### src/rtl/ddr_burst_arbiter.sv
// ddr_burst_arbiter: round-robin sharing of one DDR burst port among four cache clients.
// Latency: grant/burst request appear 1 cycle after a winner is picked in IDLE; 2 idle cycles between bursts.
// Backpressure: requests wait while a burst is open; one whole burst per grant, no preemption.
module ddr_burst_arbiter #(
  parameter int DDR_ADDR_WIDTH = 28,
  parameter int DATA_WIDTH     = 16,
  parameter int INSTR_BLEN     = 16,
  parameter int DATA_BLEN      = 16,
  parameter int JMP_BLEN       = 1,
  parameter int TIMEOUT        = 1023
) (
  input  logic                      clk,
  input  logic                      rst,
  input  logic                      instr_read_req,
  input  logic [DDR_ADDR_WIDTH-1:0] instr_read_addr,
  input  logic                      data_read_req,
  input  logic [DDR_ADDR_WIDTH-1:0] data_read_addr,
  input  logic                      data_store_req,
  input  logic [DDR_ADDR_WIDTH-1:0] data_write_addr,
  input  logic                      jmp_read_req,
  input  logic [DDR_ADDR_WIDTH-1:0] jmp_read_addr,
  input  logic [DATA_WIDTH-1:0]     data_to_ddr,
  output logic                      rd_burst_req,
  output logic                      wr_burst_req,
  output logic [DDR_ADDR_WIDTH-1:0] rd_burst_addr,
  output logic [DDR_ADDR_WIDTH-1:0] wr_burst_addr,
  output logic [9:0]                rd_burst_len,
  output logic [9:0]                wr_burst_len,
  input  logic [DATA_WIDTH-1:0]     rd_burst_data,
  input  logic                      rd_burst_data_valid,
  input  logic                      rd_burst_finish,
  output logic [DATA_WIDTH-1:0]     wr_burst_data,
  input  logic                      wr_burst_data_req,
  input  logic                      wr_burst_finish,
  output logic [3:0]                grant,
  output logic [DATA_WIDTH-1:0]     rd_data,
  output logic [3:0]                rd_valid,
  output logic [9:0]                rd_cnt_data,
  output logic                      wr_data_req,
  output logic [3:0]                state_interface_module,
  output logic                      timeout_err
);

  // Timeout counter only needs to reach TIMEOUT-1.
  localparam int TW = (TIMEOUT > 1) ? $clog2(TIMEOUT) : 1;

  localparam logic [1:0] CL_INSTR = 2'd0;
  localparam logic [1:0] CL_DREAD = 2'd1;
  localparam logic [1:0] CL_STORE = 2'd2;
  localparam logic [1:0] CL_JMP   = 2'd3;

  // Interface-state codes seen by data_cache.
  localparam logic [3:0] CODE_IDLE  = 4'd0;
  localparam logic [3:0] CODE_INSTR = 4'd5;
  localparam logic [3:0] CODE_DREAD = 4'd6;
  localparam logic [3:0] CODE_JMP   = 4'd7;
  localparam logic [3:0] CODE_STORE = 4'd9;

  localparam logic [9:0] CNT_MAX = 10'h3FF;

  typedef enum logic [1:0] {
    S_IDLE  = 2'd0,
    S_GRANT = 2'd1,
    S_BURST = 2'd2,
    S_DONE  = 2'd3
  } state_t;

  state_t                    state_q, state_d;
  logic [1:0]                ptr_q, ptr_d;
  logic [3:0]                armed_q, armed_d;
  logic [1:0]                win_q, win_d;
  logic [DDR_ADDR_WIDTH-1:0] addr_q, addr_d;
  logic [9:0]                len_q, len_d;
  logic [3:0]                grant_q, grant_d;
  logic [3:0]                code_q, code_d;
  logic                      rd_req_q, rd_req_d;
  logic                      wr_req_q, wr_req_d;
  logic [9:0]                cnt_q, cnt_d;
  logic [TW-1:0]             tmo_q, tmo_d;
  logic                      err_q, err_d;

  logic [3:0]                req_vec;
  logic [3:0]                elig;
  logic                      pick_vld;
  logic [1:0]                pick_idx;
  logic [1:0]                scan_idx;
  logic [DDR_ADDR_WIDTH-1:0] pick_addr;
  logic [9:0]                pick_len;
  logic [3:0]                pick_code;
  logic                      win_is_wr;
  logic                      fin_sel;

  assign req_vec   = {jmp_read_req, data_store_req, data_read_req, instr_read_req};
  // A level request that already had its burst stays ineligible until it drops.
  assign elig      = req_vec & armed_q;
  assign win_is_wr = (win_q == CL_STORE);
  // Only the finish pulse matching the open burst's direction closes it.
  assign fin_sel   = win_is_wr ? wr_burst_finish : rd_burst_finish;

  // Round-robin pick: first eligible client from the pointer upward, wrapping mod 4.
  always_comb begin
    pick_vld = 1'b0;
    pick_idx = ptr_q;
    scan_idx = ptr_q;
    for (int k = 3; k >= 0; k--) begin
      scan_idx = ptr_q + 2'(k);
      if (elig[scan_idx]) begin
        pick_vld = 1'b1;
        pick_idx = scan_idx;
      end
    end
  end

  // Address, burst length and interface code belonging to the candidate winner.
  always_comb begin
    pick_addr = instr_read_addr;
    pick_len  = 10'(INSTR_BLEN);
    pick_code = CODE_INSTR;
    case (pick_idx)
      CL_INSTR: begin
        pick_addr = instr_read_addr;
        pick_len  = 10'(INSTR_BLEN);
        pick_code = CODE_INSTR;
      end
      CL_DREAD: begin
        pick_addr = data_read_addr;
        pick_len  = 10'(DATA_BLEN);
        pick_code = CODE_DREAD;
      end
      CL_STORE: begin
        pick_addr = data_write_addr;
        pick_len  = 10'(DATA_BLEN);
        pick_code = CODE_STORE;
      end
      default: begin
        pick_addr = jmp_read_addr;
        pick_len  = 10'(JMP_BLEN);
        pick_code = CODE_JMP;
      end
    endcase
  end

  // Next-state and registered-output logic for IDLE -> GRANT -> BURST -> DONE.
  always_comb begin
    state_d  = state_q;
    ptr_d    = ptr_q;
    armed_d  = armed_q;
    win_d    = win_q;
    addr_d   = addr_q;
    len_d    = len_q;
    grant_d  = grant_q;
    code_d   = code_q;
    rd_req_d = rd_req_q;
    wr_req_d = wr_req_q;
    cnt_d    = cnt_q;
    tmo_d    = tmo_q;
    err_d    = err_q;

    case (state_q)
      S_IDLE: begin
        if (pick_vld) begin
          win_d    = pick_idx;
          addr_d   = pick_addr;
          len_d    = pick_len;
          grant_d  = 4'b0001 << pick_idx;
          code_d   = pick_code;
          rd_req_d = (pick_idx != CL_STORE);
          wr_req_d = (pick_idx == CL_STORE);
          cnt_d    = '0;
          tmo_d    = '0;
          state_d  = S_GRANT;
        end
      end

      S_GRANT: begin
        state_d = S_BURST;
      end

      S_BURST: begin
        if (rd_burst_data_valid && !win_is_wr && (cnt_q != CNT_MAX)) begin
          cnt_d = cnt_q + 10'd1;
        end
        if (fin_sel) begin
          rd_req_d = 1'b0;
          wr_req_d = 1'b0;
          grant_d  = 4'b0000;
          code_d   = CODE_IDLE;
          state_d  = S_DONE;
        end else if (tmo_q == TW'(TIMEOUT - 1)) begin
          // Controller never finished: abandon the burst and flag it.
          rd_req_d = 1'b0;
          wr_req_d = 1'b0;
          grant_d  = 4'b0000;
          code_d   = CODE_IDLE;
          err_d    = 1'b1;
          state_d  = S_DONE;
        end else begin
          tmo_d = tmo_q + TW'(1);
        end
      end

      default: begin
        ptr_d          = win_q + 2'd1;
        armed_d[win_q] = 1'b0;
        state_d        = S_IDLE;
      end
    endcase

    // Any cycle with the request low re-arms that client, even in DONE.
    armed_d = armed_d | ~req_vec;
  end

  // State and output registers; reset aborts any open burst immediately.
  always_ff @(posedge clk or negedge rst) begin
    if (!rst) begin
      state_q  <= S_IDLE;
      ptr_q    <= 2'd0;
      armed_q  <= 4'hF;
      win_q    <= 2'd0;
      addr_q   <= '0;
      len_q    <= '0;
      grant_q  <= '0;
      code_q   <= CODE_IDLE;
      rd_req_q <= 1'b0;
      wr_req_q <= 1'b0;
      cnt_q    <= '0;
      tmo_q    <= '0;
      err_q    <= 1'b0;
    end else begin
      state_q  <= state_d;
      ptr_q    <= ptr_d;
      armed_q  <= armed_d;
      win_q    <= win_d;
      addr_q   <= addr_d;
      len_q    <= len_d;
      grant_q  <= grant_d;
      code_q   <= code_d;
      rd_req_q <= rd_req_d;
      wr_req_q <= wr_req_d;
      cnt_q    <= cnt_d;
      tmo_q    <= tmo_d;
      err_q    <= err_d;
    end
  end

  assign rd_burst_req           = rd_req_q;
  assign wr_burst_req           = wr_req_q;
  assign rd_burst_addr          = addr_q;
  assign wr_burst_addr          = addr_q;
  assign rd_burst_len           = len_q;
  assign wr_burst_len           = len_q;
  assign wr_burst_data          = data_to_ddr;
  assign grant                  = grant_q;
  assign rd_data                = rd_burst_data;
  assign rd_valid               = grant_q & {4{rd_burst_data_valid}};
  assign rd_cnt_data            = cnt_q;
  assign wr_data_req            = wr_burst_data_req & grant_q[CL_STORE];
  assign state_interface_module = code_q;
  assign timeout_err            = err_q;

endmodule

### config.mk
export PLATFORM = sky130hd
export DESIGN_NAME = ddr_burst_arbiter
export DESIGN_NICKNAME = d
export VERILOG_FILES = /design/src/rtl/ddr_burst_arbiter.sv
export SDC_FILE = /design/constraint.sdc
export NUM_CORES = 1
export LEC_CHECK = 0
export CAP_MARGIN = 20
export CORE_MARGIN = 8
export CORE_UTILIZATION = 41
export DETAILED_ROUTE_END_ITERATION = 6
export PLACE_DENSITY = 0.95
export SKIP_LAST_GASP = 1
export SYNTH_ARGS = -nofsm -noshare
export SYNTH_HDL_FRONTEND = slang
export SYNTH_SLANG_ARGS = --single-unit
### constraint.sdc
create_clock -name clk -period 5.15 [get_ports clk]
set_input_delay 0.7725 -clock clk [delete_from_list [all_inputs] [get_ports clk]]
set_output_delay 0.7725 -clock clk [all_outputs]
set_load 0.01 [all_outputs]
==> results of run 1 <==
## power by group
part | leakage [nW] | internal [mW] | switching [mW]
Combinational | 1.89 | 1.06 | 1.07
Sequential | 0.853 | 0.751 | 0.188
Clock | 0.151 | 0.381 | 0.258
## worst reg2reg max path, cell delays in order (launching register included)
cell and delay, ns:
dfrtp_1 0.39, inv_1 0.10, ha_1 0.42, nor2_1 0.14, a31oi_2 0.57, nand3_1 0.54
or4_1 0.61, a21oi_1 0.17
## per-layer routing
| metal | global-route usage | up-vias | part of all wire |
|---|---|---|---|
| met3 | 0.0431 | 44 | 0.069 |
| met5 | 0 | - | 0 |
| met4 | 0.0956 | 0 | 0.031 |
| met1 | 0.216 | 2024 | 0.37 |
| met2 | 0.352 | 190 | 0.53 |
| li1 | - | 1894 | - |
## flip-flops by register name (all words and copies together) (netlist names)
register                count
win_q                       2
rd_cnt_data                10
armed_q                     4
state_q                     2
state_interface_module      4
ptr_q                       2
timeout_err                 1
rd_burst_addr              28
grant                       3
wr_burst_req                1
rd_burst_req                1
rd_burst_len                2
tmo_q                      10
## cell type report
type	instances	area (um^2)	share of cell area
well taps	143	179	0.0265
inverters	8	30.0	0.00445
clock inverters	7	78.8	0.0117
clock buffers	9	225	0.0334
flip-flops and latches	70	1760	0.260
multi-input cells	310	2320	0.343
repair buffers	215	2160	0.321
## worst paths after layout
kind	to	slack, ns	cells after the start
worst max-delay path	rd_cnt_data[9]$_DFFE_PN0P_	1.86	6
worst min-delay path	state_interface_module[2]$_DFFE_PN0P_	0.23	1
worst max register to register	rd_cnt_data[9]$_DFFE_PN0P_	2.13	7
worst min register to register	state_interface_module[0]$_DFFE_PN0P_	0.48	1
max in group asynchronous	win_q[0]$_DFFE_PN0P_	3.87	2
min in group clk	state_interface_module[0]$_DFFE_PN0P_	0.48	1
## cell usage after synthesis (2+ instances only)
cell / number / area, um^2
a21o_1: 4 / 30.0
a21oi_1: 17 / 85.1
a221oi_2: 28 / 420
a22o_1: 4 / 35.0
and2_1: 8 / 50.1
and3_1: 4 / 25.0
and4_1: 3 / 26.3
buf_12: 3 / 60.1
buf_2: 4 / 20.0
buf_4: 82 / 616
buf_6: 3 / 33.8
clkbuf_1: 7 / 26.3
dfrtp_1: 66 / 1650
dfstp_2: 4 / 105
ha_1: 10 / 125
inv_1: 8 / 30.0
mux2_2: 3 / 33.8
mux2i_1: 59 / 591
nand2_1: 38 / 143
nand2b_1: 5 / 31.3
nand3_1: 12 / 60.1
nand4_1: 6 / 37.5
nor2_1: 39 / 146
o211ai_1: 2 / 15.0
o21ai_0: 16 / 80.1
o31ai_1: 3 / 22.5
or3_1: 7 / 43.8
or4_1: 5 / 37.5
xor2_1: 3 / 26.3
## cells in the final DEF, fill, tap and decap left out, types with 9 or more instances in the layout
cell type	count
o21ai_0	16
a221oi_2	28
clkdlybuf4s50_1	206
ha_1	10
dfrtp_1	66
conb_1	16
clkbuf_16	9
a21oi_1	16
nor2_1	38
nand3_1	12
nand2_1	38
mux2i_1	59
## through the flow
stage | hold slack (ns) | util | instance area (um^2) | instances
CTS | 0.218 | 0.592 | 6730 | 761
floorplan | 0.460 | - | 4820 | 487
global placement | 0.463 | 0.564 | 6410 | 744
finish | 0.228 | 0.594 | 6750 | 762
detailed placement | 0.465 | 0.565 | 6430 | 745
global route | 0.219 | 0.594 | 6750 | 762
## cell families (layout without fill, tap and decap cells)
logic type / count (synthesis) / in the layout / synth area share
AND/OR/NAND/NOR: 132 / 132 / 0.133
buffers and inverters: 107 / 239 / 0.165
AO/OA/AOI/OAI: 87 / 87 / 0.171
flip-flops: 70 / 70 / 0.368
multiplexers: 62 / 62 / 0.131
adder cells (fa/ha/maj): 10 / 10 / 0.0262
XOR/XNOR: 3 / 3 / 0.00551
other: 1 / 16 / 0.000786
==> out/qor.yml, run 1 <==
status: "finished, final reports clean"
antenna_cells: 0
avgViaCountPerCell: 5.45
area_growth_pct: 41.6
io_buffers: 207
grt_pass1_wl_um: 23800
grt_max_degree: 68
critical_path.cell_chain: "clkdlybuf4s50_1 > a22oi_1 > a31oi_2 > nand3_1 > or4_1 > a21oi_1"
worstReg2RegStart: "state_q[0]$_DFFE_PN0P_"
finalClockSkew_ns: 0.0116
layout_setup_ws_ns: 1.86
dieArea_um2: 15300
crit_family: "simple AND/OR/NAND/NOR gates"
maxCapViolations: 0
clkSlewWorstSetupHoldPaths_ns: 0.07
relSlewSlack: 0.343
synthArstFlopShare: 1.00
setup_violations: 0
post_cts_resized: 0
hold_buffers: 0
hold_viol: 0
vdd_ir_drop_max_uv: 261
required_ns: 5.40
cts_buffers: 9
max_stage_delay_ns: 0.64
drt_iter0_drc: 265
fillers: 952
dp_hpwl_um: 12100
finalSetupTns_ns: 0
crit_type: "input pin to flop"
synth_cell_type_count: 48
cts_root_buffer: "clkbuf_16"
rows: 39
pre_cts_slack_ns: 1.59
synth.yosys.seq_area_share: 0.368
chipWidth_um: 124
wl_per_cell_um: 20.3
synth_edf_count: 0
cp-start-kind: "input pin"
clock_latency_ns: 0.33
wl_um: 15500
fp.coreArea_um2: 11400
drive_gt1_frac: 0.107
cellLeakagePower_nw: 2.90
overflow: 0
vias: 4152
synth_area_um2: 4770
p_total_mw: 3.71
yosys_warnings: 0
fin_nets: 778
crit_start: "jmp_read_req"
maxSlewViolCount: 0
cp_slowest_cell: "a31oi_2"
gp_congestion: 0.861
syn_inst: 472
cts_buffer_depth: 2
die_height_um: 124
syn_avg_cell_area_um2: 10.1
grt_usage: 0.197
ant_nets: 0
fin_crit_ns: 3.29
postCtsSetupRepairBufs: 0
synth-seq-cells: 70
cts_tree: "done"
finalCritPeriodShare: 0.640
crit_fanout: 14
grt_pass1_vias: 4657
htreeDepth: 3
dominantRegCellSynth: "dfrtp_1"
drcViolationCount: 0
rsz0062_at_grt: "no"
dr.pass1.iters: 5
power.density_nw_per_um2: 549
fmax_mhz: 304
worstMarginPinSlew_ns: 0.983
start_util: 0.419
cts_sinks: 70
arrival_ns: 3.54
hold_path_class: "input pin to asynchronous set/reset pin"
antenna_found_initial: 0
cp_num_buf_inv: 1
ios: 288
worstSetupEndpointType: "flop"
Note: power is estimated with default switching activity, not from simulation.
==> inputs of run 2 (changes only) <==
--- a/config.mk
+++ b/config.mk
@@ -7,9 +7,9 @@
 export LEC_CHECK = 0
 export CAP_MARGIN = 20
 export CORE_MARGIN = 8
-export CORE_UTILIZATION = 41
+export CORE_UTILIZATION = 38
 export DETAILED_ROUTE_END_ITERATION = 6
-export PLACE_DENSITY = 0.95
+export PLACE_DENSITY = 0.9
 export SKIP_LAST_GASP = 1
 export SYNTH_ARGS = -nofsm -noshare
 export SYNTH_HDL_FRONTEND = slang
==> constraint.sdc (replaced) <==
create_clock -name clk -period 3.33 [get_ports clk]
set_input_delay 0.4995 -clock clk [delete_from_list [all_inputs] [get_ports clk]]
set_output_delay 0.4995 -clock clk [all_outputs]
set_load 0.01 [all_outputs]
==> run 2 against run 1 <==
Clock-buffer cell count rose by 1; non-clock buffer count up 1; global-route usage decreased by 0.94 points; core utilization down 4.5 points; worst setup slack lost 1.1 ns; largest power group unchanged; highest routed layer unchanged.
==> out/qor.yml, run 2 (synthesis gave the netlist of run 1 again) <==
status: "finished, final reports clean"
start_util: 0.384
antenna_found_initial: 0
grt_max_degree: 63
critical_path.cell_chain: "inv_1 > ha_1 > nor2_1 > a31oi_2 > nand3_1 > or4_1 > a21oi_1"
worstMarginPinSlew_ns: 0.895
grt_pass1_vias: 4414
switching_power_mw: 2.31
mostFrequentLayoutCells: "clkdlybuf4s50_1 (206), dfrtp_1 (66), mux2i_1 (59)"
required_ns: 3.57
fmax_mhz: 393
cts_root_buffer: "clkbuf_16"
relSlewSlack: 0.404
cts_buffers: 9
ant_nets: 0
die_height_um: 128
crit_type: "flop to flop"
fillers: 1062
pre_cts_slack_ns: 0.516
setup_violations: 0
p_int_mw: 3.52
cellLeakagePower_nw: 2.91
p_seq_frac: 0.250
clock_latency_ns: 0.33
io_buffers: 207
arrival_ns: 2.79
wl_per_cell_um: 20.0
postCtsSetupRepairBufs: 0
finalClockSkew_ns: 0.00767
max_stage_delay_ns: 0.55
fp.coreArea_um2: 12400
cts_sinks: 70
maxSlewViolCount: 0
crit_start: "state_q[0]$_DFFE_PN0P_"
cp_num_buf_inv: 1
layout_setup_ws_ns: 0.784
rrSetupSlack_ns: 0.78
dr.pass1.iters: 5
drt_iter0_drc: 219
fin_util: 0.549
chipWidth_um: 128
crit_family: "simple AND/OR/NAND/NOR gates"
hold_viol: 0
finalSetupTns_ns: 0
clkSlewWorstSetupHoldPaths_ns: 0.06
worstSetupEndpointType: "flop"
multi_input_area_um2: 2310
clkPwrFrac: 0.191
vias: 4055
drive_gt1_frac: 0.106
cts_tree: "done"
fin_crit_ns: 2.55
largest_reg_flops: 28
dp_hpwl_um: 12400
worstReg2RegStart: "state_q[0]$_DFFE_PN0P_"
area_growth_pct: 42.9
hold_path_class: "input pin to asynchronous set/reset pin"
grt_usage: 0.187
finalCritPeriodShare: 0.765
antenna_cells: 0
gp_congestion: 0.873
fin_nets: 779
hold_buffers: 0
overflow: 0
final_common_cell: "clkdlybuf4s50_1"
rows: 41
avgViaCountPerCell: 5.12
vdd_ir_drop_max_uv: 430
dp.cells: 776
register_area_um2: 1760
rsz0062_at_grt: "no"
ios: 288
maxCapViolations: 0
htreeDepth: 3
instances_no_fill: 792
post_cts_resized: 0
cts_buffer_depth: 2
cp_slowest_cell: "or4_1"
sw_frac_of_total: 0.396
crit_fanout: 14
power.density_nw_per_um2: 855
cp-start-kind: "flop"
grt_pass1_wl_um: 24100
p_comb_frac: 0.560
dieArea_um2: 16400
drcViolationCount: 0
wl_um: 15900
## run 2: cell count changes in the layout (fill, tap and decap cells not counted), sizes merged
cell / previous run / this run
inv: 11 / 8
bufinv: 1 / 3
buf: 9 / 10
clkbuf: 9 / 10
clkinv: 3 / 2
clkinvlp: 0 / 1
## run 2: worst paths after layout
path / endpoint / depth (start not counted)
worst max-delay path: rd_cnt_data[6]$_DFFE_PN0P_ / 7
worst min-delay path: tmo_q[5]$_DFFE_PN0P_ / 1
worst max register to register: rd_cnt_data[6]$_DFFE_PN0P_ / 7
worst min register to register: timeout_err$_DFFE_PN0P_ / 1
max in group asynchronous: rd_burst_addr[15]$_DFFE_PN0P_ / 2
min in group clk: timeout_err$_DFFE_PN0P_ / 1
## run 2: layer usage
metal | track usage | vias to the layer above | wire length [um]
met5 | 0 | - | 0
met4 | 0.0713 | 0 | 307
met3 | 0.0557 | 29 | 1120
met2 | 0.328 | 171 | 8380
met1 | 0.209 | 1959 | 6070
li1 | - | 1896 | -
## run 2: cell type report
type	instances	share of cell area
clock buffers	10	0.0336
clock inverters	6	0.0163
multi-input cells	310	0.339
repair buffers	216	0.317
inverters	8	0.00441
flip-flops and latches	70	0.258
well taps	172	0.0316
## run 2: power groups by stage
stage               Sequential [mW]  Combinational (mW)  Clock, mW
detailed placement             1.46                3.27          0
floorplan                      1.49                2.13          0
finish                         1.46                3.26       1.11
global placement               1.45                3.18          0
global route                   1.50                3.50       1.18
CTS                            1.45                3.29       1.13
## run 2: through the flow
step	power, mW	hold slack [ns]	area (um^2)
finish	5.82	0.297	6810
global route	6.18	0.359	6810
detailed placement	4.73	0.461	6470
floorplan	3.62	0.204	4820
global placement	4.63	0.464	6470
CTS	5.88	0.313	6810
==> inputs of run 3 (changes only) <==
==> constraint.sdc (replaced) <==
create_clock -name clk -period 2.45 [get_ports clk]
set_input_delay 0.3675 -clock clk [delete_from_list [all_inputs] [get_ports clk]]
set_output_delay 0.3675 -clock clk [all_outputs]
set_load 0.01 [all_outputs]
==> run 3 against run 2 <==
Global-route usage rose by 0.051 points; register-to-register slack worse by 0.57 ns; clock-buffer cell count is 1 lower; final cell count is 2.0% higher; sequential cell count unchanged; non-clock buffer count up 16; worst hold slack lost 0.25 ns; power increased by 36%; wire length increased by 1.9%; die area did not move.
==> out/qor.yml, run 3 (synthesis gave the netlist of run 1 again) <==
status: "finished, final reports clean"
relSlewSlack: 0.618
dp.cells: 791
setup_violations: 0
postCtsSetupRepairBufs: 0
layout_setup_ws_ns: 0.168
fin_crit_ns: 2.28
largest_reg_flops: 28
clkSlewWorstSetupHoldPaths_ns: 0.07
cellLeakagePower_nw: 2.97
chipWidth_um: 128
hold_viol: 0
p_total_mw: 7.89
ios: 288
cts_buffer_depth: 2
fin_nets: 795
htreeDepth: 3
cts_root_buffer: "clkbuf_16"
hold_path_class: "input pin to asynchronous set/reset pin"
dieArea_um2: 16400
arrival_ns: 2.47
avgViaCountPerCell: 5.15
wl_um: 16200
rows: 41
fin_area_um2: 6910
crit_fanout: 46
drt_iter0_drc: 259
cts_sinks: 70
vias: 4160
mostFrequentLayoutCells: "clkdlybuf4s50_1 (206), dfrtp_1 (66), mux2i_1 (59)"
holdWs_ns: 0.0464
grt_pass1_wl_um: 24300
grt_max_degree: 71
finalCritPeriodShare: 0.931
io_buffers: 207
clock_latency_ns: 0.33
dpl_cell_area_um2: 6600
fmax_mhz: 438
antenna_cells: 0
fin_util: 0.557
grt_usage: 0.188
crit_type: "input pin to flop"
grt_pass1_vias: 4553
ant_nets: 0
cp-start-kind: "input pin"
area_growth_pct: 44.9
dr.pass1.iters: 4
start_util: 0.384
worstSetupEndpointType: "flop"
rsz0062_at_grt: "no"
maxCapViolations: 0
required_ns: 2.64
wl_per_cell_um: 20.0
die_height_um: 128
vdd_ir_drop_max_uv: 570
cts_tree: "done"
antenna_found_initial: 0
worstMarginPinSlew_ns: 0.571
instances_no_fill: 808
fp.coreArea_um2: 12400
gp_congestion: 0.875
cts_buffers: 9
drcViolationCount: 0
finalSetupTns_ns: 0
maxSlewViolCount: 0
overflow: 0
final_common_cell: "clkdlybuf4s50_1"
dp_hpwl_um: 12800
power.density_nw_per_um2: 1140
pre_cts_slack_ns: -0.323
drive_gt1_frac: 0.132
finalClockSkew_ns: 0.00907
-- run 3: final cells by class --
| class | instances | area, um^2 |
|---|---|---|
| fill | 1070 | 5500 |
| multi-input combinational | 310 | 2320 |
| timing repair buffer | 232 | 2310 |
| sequential | 70 | 1760 |
| clock buffer | 9 | 225 |
| tap | 172 | 215 |
| clock inverter | 7 | 55.1 |
| inverter | 8 | 30.0 |
-- run 3: where the power goes --
part	total [mW]	leakage (nW)	internal, mW	switching (mW)
Combinational	4.65	1.99	2.37	2.28
Clock	1.25	0.133	0.698	0.547
Sequential	2.00	0.853	1.58	0.420
Total	7.89	2.97	4.64	3.25
-- run 3: final timing paths --
check / cells after the start / slack [ns] / startpoint / end
worst max-delay path: 7 / 0.17 / jmp_read_req / rd_burst_addr[3]$_DFFE_PN0P_
max in group asynchronous: 2 / 2.03 / rst / armed_q[1]$_DFF_PN1_
worst max register to register: 6 / 0.21 / armed_q[3]$_DFF_PN1_ / rd_burst_addr[3]$_DFFE_PN0P_
min in group clk: 1 / 0.48 / timeout_err$_DFFE_PN0P_ / timeout_err$_DFFE_PN0P_
worst min register to register: 1 / 0.48 / timeout_err$_DFFE_PN0P_ / timeout_err$_DFFE_PN0P_
worst min-delay path: 2 / 0.05 / rst / rd_cnt_data[6]$_DFFE_PN0P_
-- run 3: metal layers --
layer  wire, um  global-route usage  part of all wire  vias up
met5          0                   0                 0        -
met4        280              0.0580             0.017        0
met3       1160              0.0512             0.072       25
met2       8720               0.342              0.54      157
met1       6010               0.207              0.37     2056
li1           -                   -                 -     1922
-- run 3: repair_timing --
item                                    CTS  global route
hold buffers                              0             0
endpoints found under the setup margin    0             1
resized for setup                         0             1
-- run 3: worst max-delay path: stages --
cell	delay (ns)
clkdlybuf4s50_1	0.56
and2_1	0.19
o22ai_1	0.11
a2111oi_4	0.44
buf_12	0.33
mux2i_1	0.33
a221oi_2	0.11
